`config.mk`:
```
export PLATFORM = sky130hd
export DESIGN_NAME = mem_bus_bridge_flat
export DESIGN_NICKNAME = d
export VERILOG_FILES = /design/src/rtl/mem_bus_bridge_pkg.sv /design/src/rtl/mem_bus_bridge_if.sv /design/src/rtl/mem_bus_bridge_align_check.sv /design/src/rtl/mem_bus_bridge.sv /design/src/flat_wrapper.sv
export SDC_FILE = /design/constraint.sdc
export NUM_CORES = 1
export LEC_CHECK = 0
export BUFFER_PORTS_ARGS = -buffer_cell sky130_fd_sc_hd__buf_4
export CORE_ASPECT_RATIO = 0.8
export CORE_MARGIN = 10
export CORE_UTILIZATION = 30
export CTS_CLUSTER_SIZE = 25
export DETAILED_ROUTE_END_ITERATION = 8
export PLACE_DENSITY = 0.61
export SETUP_SLACK_MARGIN = 0.4
export SLEW_MARGIN = 20
export SYNTH_ARGS = -nofsm -noshare
export SYNTH_HDL_FRONTEND = slang
export SYNTH_SLANG_ARGS = --single-unit
export TNS_END_PERCENT = 50
```
`constraint.sdc`:
```
create_clock -name clk -period 3.55 [get_ports clk]
set_clock_uncertainty 0.15 [all_clocks]
set_input_delay 1.065 -clock clk [delete_from_list [all_inputs] [get_ports clk]]
set_output_delay 1.065 -clock clk [all_outputs]
set_load 0.005 [all_outputs]
```
`src/rtl/mem_bus_bridge_pkg.sv`:
```
// Shared types and constants for the MEM-stage data bus bridge.
package mem_bus_pkg;

    typedef enum logic [2:0] {
        ST_IDLE,
        ST_RD_ADDR,
        ST_RD_DATA,
        ST_WR_REQ,
        ST_WR_RESP,
        ST_DONE,
        ST_DRAIN
    } bridge_state_t;

    localparam logic [6:0] DEFAULT_ALE_CODE    = 7'h09;
    localparam logic [6:0] DEFAULT_BUSERR_CODE = 7'h08;
    localparam logic [1:0] BUS_RESP_OKAY       = 2'b00;

endpackage

```
`src/rtl/mem_bus_bridge_if.sv`:
```
// Single-beat data bus: read address/data channels plus a combined
// write address+data channel with a write response channel.
interface mem_bus_bridge_if;

    logic        arvalid;
    logic        arready;
    logic [31:0] araddr;
    logic        rvalid;
    logic        rready;
    logic [31:0] rdata;
    logic [1:0]  rresp;
    logic        awvalid;
    logic        awready;
    logic [31:0] awaddr;
    logic [31:0] wdata;
    logic [3:0]  wstrb;
    logic        bvalid;
    logic        bready;
    logic [1:0]  bresp;

    modport master (
        output arvalid, araddr, rready, awvalid, awaddr, wdata, wstrb, bready,
        input  arready, rvalid, rdata, rresp, awready, bvalid, bresp
    );

    modport slave (
        input  arvalid, araddr, rready, awvalid, awaddr, wdata, wstrb, bready,
        output arready, rvalid, rdata, rresp, awready, bvalid, bresp
    );

endinterface

```
`src/rtl/mem_bus_bridge_align_check.sv`:
```
// Misaligned-access detector for word and halfword requests.
module mem_align_check (
    input  logic       i_en,
    input  logic       i_word,
    input  logic       i_halfword,
    input  logic [1:0] i_addr_lo,
    output logic       o_mis
);

    // Word needs addr[1:0]==0, halfword needs addr[0]==0; bytes never fault.
    always_comb begin
        o_mis = i_en & ((i_word & (i_addr_lo != 2'b00)) | (i_halfword & i_addr_lo[0]));
    end

endmodule

```
`src/rtl/mem_bus_bridge.sv`:
```
// MEM-stage data bus bridge: turns a level-held SRAM-style request into one
// single-beat valid/ready transaction and holds the result until MEM fires.
// Optional build macro BUS_ERR_EXCP_EN: a nonzero bus response raises an
// exception (BUSERR_CODE) alongside the completion flag in DONE.
module mem_bus_bridge
    import mem_bus_pkg::*;
#(
    parameter logic [6:0] ALE_CODE    = DEFAULT_ALE_CODE,
    parameter logic [6:0] BUSERR_CODE = DEFAULT_BUSERR_CODE
) (
    input  logic              clk,
    input  logic              reset,
    input  logic              flush,
    input  logic              req_en,
    input  logic              req_we,
    input  logic [31:0]       req_addr,
    input  logic [31:0]       req_wdata,
    input  logic [3:0]        req_wmask,
    input  logic              req_word,
    input  logic              req_halfword,
    input  logic              stage_fire,
    output logic [31:0]       rsp_rdata,
    output logic              rsp_rdata_valid,
    output logic              rsp_write_finish,
    output logic              rsp_excp,
    output logic [6:0]        rsp_excp_num,
    mem_bus_bridge_if.master  bus
);

    bridge_state_t r_state;
    bridge_state_t w_next_state;

    logic [31:0] r_addr;
    logic [31:0] r_wdata;
    logic [3:0]  r_wmask;
    logic [31:0] r_rdata;
    logic        r_is_store;
    // Set in DRAIN while the address-phase handshake is still outstanding.
    logic        r_pend_addr;
`ifdef BUS_ERR_EXCP_EN
    logic [1:0]  r_resp;
`endif

    logic w_mis;
    logic w_accept;
    logic w_abort;
    logic w_bus_err;

    mem_align_check u_align (
        .i_en       (req_en),
        .i_word     (req_word),
        .i_halfword (req_halfword),
        .i_addr_lo  (req_addr[1:0]),
        .o_mis      (w_mis)
    );

    assign w_accept = req_en & ~w_mis & ~flush;
    assign w_abort  = flush | ~req_en;

`ifdef BUS_ERR_EXCP_EN
    assign w_bus_err = (r_state == ST_DONE) && (r_resp != BUS_RESP_OKAY);
`else
    assign w_bus_err = 1'b0;
`endif

    // State register and request/response capture.
    always_ff @(posedge clk) begin
        if (reset) begin
            r_state     <= ST_IDLE;
            r_addr      <= '0;
            r_wdata     <= '0;
            r_wmask     <= '0;
            r_rdata     <= '0;
            r_is_store  <= 1'b0;
            r_pend_addr <= 1'b0;
`ifdef BUS_ERR_EXCP_EN
            r_resp      <= '0;
`endif
        end else begin
            r_state <= w_next_state;
            case (r_state)
                ST_IDLE: begin
                    if (w_accept) begin
                        r_addr      <= {req_addr[31:2], 2'b00};
                        r_wdata     <= req_wdata;
                        r_wmask     <= req_wmask;
                        r_is_store  <= req_we;
                        r_pend_addr <= 1'b0;
                    end
                end
                ST_RD_ADDR: begin
                    if (w_abort) r_pend_addr <= ~bus.arready;
                end
                ST_RD_DATA: begin
                    if (bus.rvalid & ~w_abort) begin
                        r_rdata <= bus.rdata;
`ifdef BUS_ERR_EXCP_EN
                        r_resp  <= bus.rresp;
`endif
                    end
                end
                ST_WR_REQ: begin
                    if (w_abort) r_pend_addr <= ~bus.awready;
                end
                ST_WR_RESP: begin
`ifdef BUS_ERR_EXCP_EN
                    if (bus.bvalid & ~w_abort) r_resp <= bus.bresp;
`endif
                end
                ST_DRAIN: begin
                    if (r_pend_addr & (r_is_store ? bus.awready : bus.arready))
                        r_pend_addr <= 1'b0;
                end
                default: ;
            endcase
        end
    end

    // Next-state decode and bus/response outputs.
    always_comb begin
        w_next_state     = r_state;
        bus.arvalid      = 1'b0;
        bus.rready       = 1'b0;
        bus.awvalid      = 1'b0;
        bus.bready       = 1'b0;
        bus.araddr       = r_addr;
        bus.awaddr       = r_addr;
        bus.wdata        = r_wdata;
        bus.wstrb        = r_wmask;
        rsp_rdata_valid  = 1'b0;
        rsp_write_finish = 1'b0;
        case (r_state)
            ST_IDLE: begin
                if (w_accept) w_next_state = req_we ? ST_WR_REQ : ST_RD_ADDR;
            end
            ST_RD_ADDR: begin
                bus.arvalid = 1'b1;
                if (w_abort)          w_next_state = ST_DRAIN;
                else if (bus.arready) w_next_state = ST_RD_DATA;
            end
            ST_RD_DATA: begin
                bus.rready = 1'b1;
                if (bus.rvalid)   w_next_state = w_abort ? ST_IDLE : ST_DONE;
                else if (w_abort) w_next_state = ST_DRAIN;
            end
            ST_WR_REQ: begin
                bus.awvalid = 1'b1;
                if (w_abort)          w_next_state = ST_DRAIN;
                else if (bus.awready) w_next_state = ST_WR_RESP;
            end
            ST_WR_RESP: begin
                bus.bready = 1'b1;
                if (bus.bvalid)   w_next_state = w_abort ? ST_IDLE : ST_DONE;
                else if (w_abort) w_next_state = ST_DRAIN;
            end
            ST_DONE: begin
                rsp_rdata_valid  = ~r_is_store;
                rsp_write_finish = r_is_store;
                if (flush | stage_fire) w_next_state = ST_IDLE;
            end
            ST_DRAIN: begin
                // One state covers both phases of an abandoned transfer:
                // finish the address handshake, then swallow the response.
                if (r_pend_addr) begin
                    bus.arvalid = ~r_is_store;
                    bus.awvalid = r_is_store;
                end else if (r_is_store) begin
                    bus.bready = 1'b1;
                    if (bus.bvalid) w_next_state = ST_IDLE;
                end else begin
                    bus.rready = 1'b1;
                    if (bus.rvalid) w_next_state = ST_IDLE;
                end
            end
            default: w_next_state = ST_IDLE;
        endcase
    end

    // Exception reporting: misalignment takes priority over a bus error.
    always_comb begin
        rsp_excp     = w_mis | w_bus_err;
        rsp_excp_num = w_mis ? ALE_CODE : (w_bus_err ? BUSERR_CODE : '0);
    end

    assign rsp_rdata = r_rdata;

endmodule

```
`src/flat_wrapper.sv`:
```
// flat-port wrapper written by rule: the top's interface ports become plain ports
module mem_bus_bridge_flat import mem_bus_pkg::*;
#(
    parameter logic [6:0] ALE_CODE    = DEFAULT_ALE_CODE,
    parameter logic [6:0] BUSERR_CODE = DEFAULT_BUSERR_CODE
)
  (clk, reset, flush, req_en, req_we, req_addr, req_wdata, req_wmask, req_word, req_halfword, stage_fire, rsp_rdata, rsp_rdata_valid, rsp_write_finish, rsp_excp, rsp_excp_num, bus_arvalid, bus_araddr, bus_rready, bus_awvalid, bus_awaddr, bus_wdata, bus_wstrb, bus_bready, bus_arready, bus_rvalid, bus_rdata, bus_rresp, bus_awready, bus_bvalid, bus_bresp);
  mem_bus_bridge_if bus_i ();
  input  logic clk;
  input  logic reset;
  input  logic flush;
  input  logic req_en;
  input  logic req_we;
  input  logic [31:0] req_addr;
  input  logic [31:0] req_wdata;
  input  logic [3:0] req_wmask;
  input  logic req_word;
  input  logic req_halfword;
  input  logic stage_fire;
  output logic [31:0] rsp_rdata;
  output logic rsp_rdata_valid;
  output logic rsp_write_finish;
  output logic rsp_excp;
  output logic [6:0] rsp_excp_num;
  output wire logic [$bits(bus_i.arvalid)-1:0] bus_arvalid;
  output wire logic [$bits(bus_i.araddr)-1:0] bus_araddr;
  output wire logic [$bits(bus_i.rready)-1:0] bus_rready;
  output wire logic [$bits(bus_i.awvalid)-1:0] bus_awvalid;
  output wire logic [$bits(bus_i.awaddr)-1:0] bus_awaddr;
  output wire logic [$bits(bus_i.wdata)-1:0] bus_wdata;
  output wire logic [$bits(bus_i.wstrb)-1:0] bus_wstrb;
  output wire logic [$bits(bus_i.bready)-1:0] bus_bready;
  input wire logic [$bits(bus_i.arready)-1:0] bus_arready;
  input wire logic [$bits(bus_i.rvalid)-1:0] bus_rvalid;
  input wire logic [$bits(bus_i.rdata)-1:0] bus_rdata;
  input wire logic [$bits(bus_i.rresp)-1:0] bus_rresp;
  input wire logic [$bits(bus_i.awready)-1:0] bus_awready;
  input wire logic [$bits(bus_i.bvalid)-1:0] bus_bvalid;
  input wire logic [$bits(bus_i.bresp)-1:0] bus_bresp;
  assign bus_arvalid = bus_i.arvalid;
  assign bus_araddr = bus_i.araddr;
  assign bus_rready = bus_i.rready;
  assign bus_awvalid = bus_i.awvalid;
  assign bus_awaddr = bus_i.awaddr;
  assign bus_wdata = bus_i.wdata;
  assign bus_wstrb = bus_i.wstrb;
  assign bus_bready = bus_i.bready;
  assign bus_i.arready = bus_arready;
  assign bus_i.rvalid = bus_rvalid;
  assign bus_i.rdata = bus_rdata;
  assign bus_i.rresp = bus_rresp;
  assign bus_i.awready = bus_awready;
  assign bus_i.bvalid = bus_bvalid;
  assign bus_i.bresp = bus_bresp;
  mem_bus_bridge #(.ALE_CODE(ALE_CODE), .BUSERR_CODE(BUSERR_CODE)) u_core (.clk(clk), .reset(reset), .flush(flush), .req_en(req_en), .req_we(req_we), .req_addr(req_addr), .req_wdata(req_wdata), .req_wmask(req_wmask), .req_word(req_word), .req_halfword(req_halfword), .stage_fire(stage_fire), .rsp_rdata(rsp_rdata), .rsp_rdata_valid(rsp_rdata_valid), .rsp_write_finish(rsp_write_finish), .rsp_excp(rsp_excp), .rsp_excp_num(rsp_excp_num), .bus(bus_i));
endmodule
```
**Yosys cells after proc, flatten, opt, wreduce, memory -nomap -nowiden**

Cells that the tools add are included.

- Add/sub/neg operators: 0
- Bitwise logic cells: 17
- Divide/modulo/power cells: 0
- Magnitude comparators: 0
- Shift-type cells: 0
- Mux-type cells: 35
- Reduce and logical (&&, ||, !) cells: 7
- Multiply operators: 0
- Equal/unequal tests: 16

Operators with widths:

| kind | count |
|---|---|
| 2-to-1 mux 3 bit | 14 |
| case mux 3 bit (7 select lines) | 1 |
| 2-to-1 mux 1 bit | 13 |
| inequality test 2 x 1 -> 1 bit (second input constant) | 5 |
| equality test 3 bit (second input constant) | 3 |
| inequality test 3 x 2 -> 1 bit (second input constant) | 3 |
| case mux 1 bit (2 select lines) | 4 |
| bitwise AND 1 bit | 7 |
| inverter 1 bit | 7 |
| AND reduction 7 bit | 1 |
| equality test 3 x 2 -> 1 bit (second input constant) | 2 |
| AND reduction 5 bit | 1 |
| 2-to-1 mux 4 bit | 1 |
| case mux 1 bit (4 select lines) | 1 |
| AND reduction 2 bit | 2 |
| nonzero test 4 bit | 1 |
| equality test 3 x 1 -> 1 bit (second input constant) | 1 |
| logical NOT 3 bit | 1 |
| inequality test 3 bit (second input constant) | 1 |
| OR 1 bit | 3 |
| 2-to-1 mux 2 bit | 1 |
| inequality test 2 bit (second input constant) | 1 |
| nonzero test 2 bit | 1 |

- Flip-flop bits (word level): 103
- Memory bits (read-only): 0
- Latch bits: 0
- RAM bits: 0
- Memories kept: 0

**Depth between registers and ports, before layout**

Gate-level depths: netlist (run 1).

- Depth after elaboration: 9
- Depth in mapped cells: 8

**Hierarchy**

Synthesis (run 1) repeated with hierarchy kept, for this count alone.

- Cells, all modules: 544
- Area total of the unflattened synthesis: 4,226.6 um^2

Modules (own cells, without submodules):

| module | area each (um^2) | cells each | instances |
|---|---|---|---|
| mem_bus_bridge | 4,205.3 | 541 | 1 |
| mem_align_check | 21.3 | 3 | 1 |

**Worst setup path before layout (run 1)**

OpenSTA, ideal clock, no wires.

- Path kind: in2out
- Start point: in req_word
- End point: out rsp_excp_num[0]
- Buffers on the path: 1
- Data arrival time: 1.580 ns
- Setup slack: 0.755 ns
- Data required time: 2.335 ns
- Stages: 4
- Path through: a21oi_2 -> nor2_1 -> and2_1 -> buf_4

- Cells in the longest elaborated chain, start to end: 4

Ends and longest elaborated chain:

| what | RTL line | source |
|---|---|---|
| from (decl) | flat_wrapper.sv:17 | `input logic req_word;` |
| bitwise AND 1 bit | mem_bus_bridge_align_check.sv:12 | `o_mis = i_en & ((i_word & (i_addr_lo != 2'b00)) \| (i_halfword & i_addr_lo[0]));` |
| OR 1 bit | mem_bus_bridge_align_check.sv:12 |  |
| bitwise AND 1 bit | mem_bus_bridge_align_check.sv:12 |  |
| via rsp_excp | flat_wrapper.sv:23 | `output logic rsp_excp;` |
| 2-to-1 mux 4 bit | mem_bus_bridge.sv:182 | `rsp_excp_num = w_mis ? ALE_CODE : (w_bus_err ? BUSERR_CODE : '0);` |
| to (decl) | flat_wrapper.sv:24 | `output logic [6:0] rsp_excp_num;` |

The timed path passes the listed nets, and every way through them passes these cells.

**Worst setup path in the final report (run 1)**

- Start point: in req_word
- End point: out rsp_excp_num[3]

- Cells in the longest elaborated chain, start to end: 4

Ends and longest elaborated chain:

| what | RTL line |
|---|---|
| bitwise AND 1 bit | mem_bus_bridge_align_check.sv:12 |
| OR 1 bit | mem_bus_bridge_align_check.sv:12 |
| bitwise AND 1 bit | mem_bus_bridge_align_check.sv:12 |
| 2-to-1 mux 4 bit | mem_bus_bridge.sv:182 |

No other way between the ends.

==> flow_summary_export.csv, run 1 <==
group,metric,value,unit
placement,finalWeightedCongestion,0.790,
final_layout,antennaDiodeCount,0,
routing,drtPass1Iterations,4,
synthesis,synth.avg_cell_area,7.90,µm²
critical_path,r2r_end,"u_core.bus.wstrb[1]$_SDFFE_PP0P_",
sta,setup_tns,0,ns
routing,wire_per_inst,15.5,µm
clock_network,clock_latency,0.34,ns
clock_network,postCtsSetupBuffers,0,
sta,setup_ws,0.519,ns
die,dieArea,19700,µm²
die,core_area,14200,µm²
clock_network,cts_buffers,9,
clock_network,hold_buffers,0,
routing,drt_iter0_markers,158,
sta,finalSetupViolations,0,
placement,dp_slack,0.514,ns
worst_hold_path,hp-class,"flop to flop",
synthesis,synthCells,548,
global_route,antenna_found_initial,0,
worst_hold_path,hold_end,"u_core.bus.wdata[17]$_SDFFE_PP0P_",
routing,antenna_left,0,
global_route,grt-ovfl-total,0,
routing,viasPerCell,4.58,
power,p_total,3.08,mW
final_layout,fin_nets,857,
die,dieWidth,154,µm
clock_network,htree_levels,3,
critical_path,r2r_cells,4,
clock_network,cts_tree,"built",
sta,period_share,85.4,%
critical_path,cp.required,2.33,ns
clock_network,cts_max_path_buffers,2,
global_route,grt_pass1_wl,22300,µm
final_layout,drive_gt1_share,41.2,%
sta,slew_headroom,37.6,%
job,drv_cap,0,
synthesis,synth-main-ff-cell,"dfxtp_1",
die,core.rowCount,39,
sta,timing.final.max_slew_violations,0,
power,combPwrFrac,24.3,%
final_layout,nFillCells,1397,
clock_network,cts.clk_slew.worst_paths,0.07,ns
worst_hold_path,hold_start,"u_core.bus.wdata[17]$_SDFFE_PP0P_",
global_route,grt_usage,13.8,%
critical_path,reg2reg_slack,1.21,ns
critical_path,path_class,"input port to primary output",
placement,hpwl,10800,µm
synthesis,synth_edf_count,0,
critical_path,worstSetupStartpointType,"input port",
die,pin_count,262,
critical_path,reg2reg_from,"u_core.r_state[1]$_SDFFE_PP0P_",
worst_hold_path,hold_path_depth,2,
power,p_clk_share,32.7,%
synthesis,yosysWarnings,0,
synthesis,ys_ff_latch,103,
power,cellPowerDensity,486,nW/µm²
sta,finalHoldViolations,0,
routing,finalWirelength,14400,µm
critical_path,crit_path_max_fanout,3,
sta,tightest_slew,0.936,ns
critical_path,arrival,1.82,ns
die,die_h,127,µm
sta,fmax,0.330,GHz
placement,io_buffers,248,
sta,rsz0062_at_grt,"false",
run_status,status,"finished, final reports clean",
sta,finalCriticalPeriod,3.03,ns
clock_network,cts.sinks,103,
synthesis,synth.cell_area,4330,µm²
routing,drc_errors,0,
synthesis,ys_async_sr_fraction,0,%
synthesis,yosysSeqAreaShare,47.6,%
power,power_frac_seq,43.0,%
critical_path,end_kind,"primary output",
clock_network,ctsResizeCount,0,
power,power_switching,0.905,mW
die,initial_core_util,30.5,%
routing,vias,4256,
power,p_sw_share,29.4,%
power,peakVddDrop,222,µV
clock_network,cts-root-buf,"clkbuf_16",
final_layout,area_growth,46.2,%
global_route,grt_start_max_net_pins,68,
power,p_int,2.18,mW
power,p_leak,2.70,nW
global_route,grt_pass1_vias,4260,
synthesis,synthDistinctLibCells,41,
-- power groups by stage --
stage / Sequential [mW] / Clock (mW) / Combinational, mW
6_report: 1.33 / 1.01 / 0.748
5_1_grt: 1.34 / 1.10 / 0.835
4_1_cts: 1.32 / 1.05 / 0.756
3_5_place_dp: 1.35 / 0 / 0.754
3_3_place_gp: 1.34 / 0 / 0.744
2_1_floorplan: 1.32 / 0 / 0.469
-- metrics by stage --
stage          instances  instance area [µm²]  utilization [%]  hold slack [ns]
3_5_place_dp         914                 6030             42.4            0.298
4_1_cts              930                 6330             44.6            0.308
3_3_place_gp         914                 6030             42.4            0.293
2_1_floorplan        556                 4360                -            0.303
6_report             930                 6330             44.6            0.305
5_1_grt              930                 6330             44.6            0.323
-- critical path: stages --
cell and delay (ns):
buf_4 0.10, a21oi_2 0.06, nor2_1 0.24, and2_1 0.22, buf_4 0.13
-- cell usage in the layout (no fill, tap or decap), drive strengths merged, types with 3 or more instances in the layout --
master    count
nand2       202
buf         254
clkinvlp      3
nor2          6
nor2b         6
conb          9
inv           3
dfxtp       103
nand2b        3
a211oi        3
o21ai         7
nor3          3
and2          3
clkbuf       10
a21oi       104
-- cells by family after synthesis --
group                  after synthesis  share of synthesized area [%]
AO/OA/AOI/OAI                      124                           15.5
other                                1                         0.0866
flip-flops                         103                           47.6
multiplexers                         3                          0.722
buffers and inverters               83                           12.0
AND/OR/NAND/NOR                    234                           24.1
-- state kept, by name (all words and copies together) (netlist names) --
| register | cells |
|---|---|
| u_core.r_pend_addr | 1 |
| u_core.bus.wdata | 32 |
| u_core.bus.wstrb | 4 |
| u_core.r_state | 3 |
| u_core.bus.araddr | 30 |
| u_core.rsp_rdata | 32 |
| u_core.r_is_store | 1 |
-- Yosys cell counts, types with 2 or more instances --
cell type	instances	area, µm²
nand2_1	172	646
a21oi_1	103	515
dfxtp_1	103	2060
buf_4	41	308
nand2_2	30	188
clkbuf_1	24	90.1
buf_2	8	40.0
o21ai_0	7	35.0
buf_6	6	67.6
nor2_1	6	22.5
nor2b_1	6	37.5
a211oi_1	3	22.5
and2_1	3	18.8
inv_1	3	11.3
nor3_1	3	15.0
a21boi_0	2	15.0
mux2i_1	2	20.0
nand2b_1	2	12.5
nor4b_1	2	17.5
-- metal layers --
metal	up-vias	wire length, µm	track usage (%)
met5	-	0	0
met3	20	1220	5.33
met4	0	232	4.99
li1	2114	-	-
met2	168	7230	23.9
met1	1954	5760	15.1
-- how the worst max path moves through the flow --
stage,startpoint,end,slack [ns],depth (start not counted)
after detailed placement,req_word,rsp_excp_num[3],0.51,5
final,req_word,rsp_excp_num[3],0.52,5
after global placement,req_word,rsp_excp_num[0],0.52,5
after global routing,req_word,rsp_excp_num[3],0.47,5
after floorplan,req_word,rsp_excp_num[0],0.76,4
after CTS,req_word,rsp_excp_num[3],0.51,5
-- cell type report --
class                      instances  area (µm²)  share of cell area, %
clock buffer                      10         239                   3.77
tap                              184         230                   3.63
inverter                           3        11.3                  0.178
clock inverter                     6        70.1                   1.11
sequential                       103        2060                   32.5
timing repair buffer             254        1930                   30.5
multi-input combinational        370        1790                   28.3
Power figures use the tool's default switching activity.
==> run 2, diff against run 1 <==
--- a/config.mk
+++ b/config.mk
@@ -5,13 +5,14 @@
 export SDC_FILE = /design/constraint.sdc
 export NUM_CORES = 1
 export LEC_CHECK = 0
-export BUFFER_PORTS_ARGS = -buffer_cell sky130_fd_sc_hd__buf_4
 export CORE_ASPECT_RATIO = 0.8
 export CORE_MARGIN = 10
 export CORE_UTILIZATION = 30
 export CTS_CLUSTER_SIZE = 25
 export DETAILED_ROUTE_END_ITERATION = 8
-export PLACE_DENSITY = 0.61
+export DONT_BUFFER_PORTS = 1
+export GPL_TIMING_DRIVEN = 0
+export PLACE_DENSITY = 0.46
 export SETUP_SLACK_MARGIN = 0.4
 export SLEW_MARGIN = 20
 export SYNTH_ARGS = -nofsm -noshare
==> run 2 against run 1 <==
Sequential power about the same. Power decreased by 5.6%. Combinational power decreased by 20%. Critical path depth decreased by 1. Count of clock-buffer cells in the layout increased by 2. Sequential share of layout area increased by 9.6 points. Clock power about the same. Register-to-register slack improved by 0.18 ns. Routed wire length decreased by 0.72%. Non-clock buffer count decreased by 174. Critical path type is now flop to primary output.
==> flow_summary_export.csv, run 2 (synthesis gave the netlist of run 1 again) <==
group,metric,value,unit
run_status,status,"finished, final reports clean",
clock_network,cts_buffers,9,
placement,place_inst,740,
clock_network,clock_latency,0.34,ns
sta,rsz0062_at_grt,"false",
clock_network,htree_levels,3,
critical_path,arrival,1.70,ns
final_layout,area_growth,13.0,%
routing,wl_met3,1650,µm
sta,fmax,0.343,GHz
global_route,antenna_found_initial,0,
critical_path,cpMostUsedCell,"clkbuf_2",
clock_network,hold_buffers,0,
final_layout,final_cells,756,
global_route,grt_usage,13.6,%
routing,drc_errors,0,
routing,wire_per_inst,19.0,µm
worst_hold_path,hp-class,"flop to flop",
final_layout,antennaDiodeCount,0,
power,power_frac_seq,45.3,%
routing,drtPass1Iterations,4,
critical_path,cp_cell_sequence,"clkbuf_2 -> clkbuf_2 -> nor2b_1 -> a21boi_0",
final_layout,drive_gt1_share,18.7,%
power,power_switching,0.871,mW
power,p_int,2.04,mW
critical_path,crit_path_max_fanout,10,
power,peakVddDrop,333,µV
global_route,grt_pass1_wl,21300,µm
die,core_area,14200,µm²
global_route,grt_pass1_vias,3581,
critical_path,reg2reg_from,"u_core.r_state[1]$_SDFFE_PP0P_",
critical_path,end_kind,"primary output",
sta,tightest_slew,0.683,ns
sta,setup_tns,0,ns
critical_path,r2r_end,"u_core.rsp_rdata[5]$_SDFFE_PP0P_",
die,dieArea,19700,µm²
sta,period_share,82.1,%
clock_network,cts.clk_slew.worst_paths,0.07,ns
power,p_clk_share,34.2,%
job,drv_cap,0,
power,p_sw_share,29.9,%
critical_path,reg2reg_slack,1.39,ns
die,initial_core_util,30.5,%
clock_network,cts.sinks,103,
critical_path,cp.required,2.33,ns
placement,dp_slack,0.604,ns
critical_path,cp_slowest_stage_delay,0.37,ns
final_layout,fin_nets,683,
final_layout,final_common_cell,"nand2_1",
routing,finalWirelength,14300,µm
critical_path,r2r_cells,6,
critical_path,worstSetupStartpointType,"flop",
routing,antenna_left,0,
routing,met2RoutedLength,6960,µm
sta,setup_ws,0.634,ns
die,pin_count,262,
sta,finalSetupViolations,0,
clock_network,cts_max_path_buffers,2,
sta,timing.final.max_slew_violations,0,
routing,viasPerCell,4.80,
critical_path,crit_end,"bus_bready",
sta,slew_headroom,54.5,%
die,die_h,127,µm
clock_network,cts_tree,"built",
routing,drt_iter0_markers,166,
power,p_leak,1.73,nW
critical_path,cp_slowest_cell,"a21boi_0",
final_layout,mostFrequentLayoutCells,"172 x nand2_1, 103 x a21oi_1, 103 x dfxtp_1",
global_route,grt_start_max_net_pins,17,
clock_network,cts-root-buf,"clkbuf_16",
placement,io_buffers,0,
critical_path,path_class,"flop to primary output",
sta,finalHoldViolations,0,
power,cellPowerDensity,594,nW/µm²
routing,wl_met1,5630,µm
clock_network,postCtsSetupBuffers,0,
routing,routed.top_layer,"met4",
die,core.rowCount,39,
die,dieWidth,154,µm
placement,hpwl,11500,µm
routing,vias,3627,
power,combPwrFrac,20.5,%
placement,finalWeightedCongestion,0.854,
sta,finalCriticalPeriod,2.92,ns
global_route,grt-ovfl-total,0,
critical_path,startpoint,"u_core.r_state[2]$_SDFFE_PP0P_",
run 2: critical path, delay by kind of cell, from the launching register on:
family,cells,cell delay (ns)
AOI/OAI and AO/OA,1,0.37
buffers and inverters,2,0.47
DFF,1,0.30
and+or+nand+nor,1,0.22
run 2: worst min-delay path by stage:
stage / slack, ns / depth (start not counted) / startpoint / endpoint
6_report: 0.33 / 2 / u_core.bus.wdata[21]$_SDFFE_PP0P_ / u_core.bus.wdata[21]$_SDFFE_PP0P_
5_1_grt: 0.35 / 2 / u_core.rsp_rdata[13]$_SDFFE_PP0P_ / u_core.rsp_rdata[13]$_SDFFE_PP0P_
4_1_cts: 0.34 / 2 / u_core.bus.wdata[29]$_SDFFE_PP0P_ / u_core.bus.wdata[29]$_SDFFE_PP0P_
3_5_place_dp: 0.33 / 2 / u_core.bus.wdata[30]$_SDFFE_PP0P_ / u_core.bus.wdata[30]$_SDFFE_PP0P_
3_3_place_gp: 0.32 / 2 / u_core.bus.wdata[30]$_SDFFE_PP0P_ / u_core.bus.wdata[30]$_SDFFE_PP0P_
2_1_floorplan: 0.30 / 2 / u_core.bus.wdata[0]$_SDFFE_PP0P_ / u_core.bus.wdata[0]$_SDFFE_PP0P_
run 2: cell type report:
class                           instances  area, µm²
Multi-Input combinational cell        370       1780
Inverter                                3       11.3
Clock inverter                          4       55.1
Clock buffer                           12        246
Buffer                                 80        512
Sequential cell                       103       2060
Tap cell                              184        230
Fill cell                            1501       9300
run 2: power groups by stage:
stage	sequential, mW	combinational [mW]	clock, mW
floorplan	1.32	0.469	0
global placement	1.35	0.587	0
detailed placement	1.35	0.597	0
CTS	1.32	0.601	1.04
global route	1.33	0.670	1.08
finish	1.32	0.597	0.995
run 2: what timing repair did:
action | 4_1_cts | 5_1_grt
gates resized for setup | 2 | 1
endpoints found under the setup margin | 2 | 1
pin swaps | 0 | 0
run 2: routing by layer:
| metal | up-vias | GRT usage (%) |
|---|---|---|
| li1 | 1777 | - |
| met1 | 1676 | 14.5 |
| met2 | 164 | 22.7 |
| met3 | 10 | 7.78 |
| met4 | 0 | 3.55 |
| met5 | - | 0 |
run 2: through the flow:
stage / power, mW / hold WS, ns / utilization, % / instance area, µm²
after floorplan: 1.79 / 0.303 / - / 4360
after global placement: 1.93 / 0.323 / 32.3 / 4590
after detailed placement: 1.94 / 0.327 / 32.3 / 4590
after CTS: 2.96 / 0.337 / 34.5 / 4900
after global routing: 3.08 / 0.349 / 34.5 / 4900
final: 2.91 / 0.331 / 34.5 / 4900
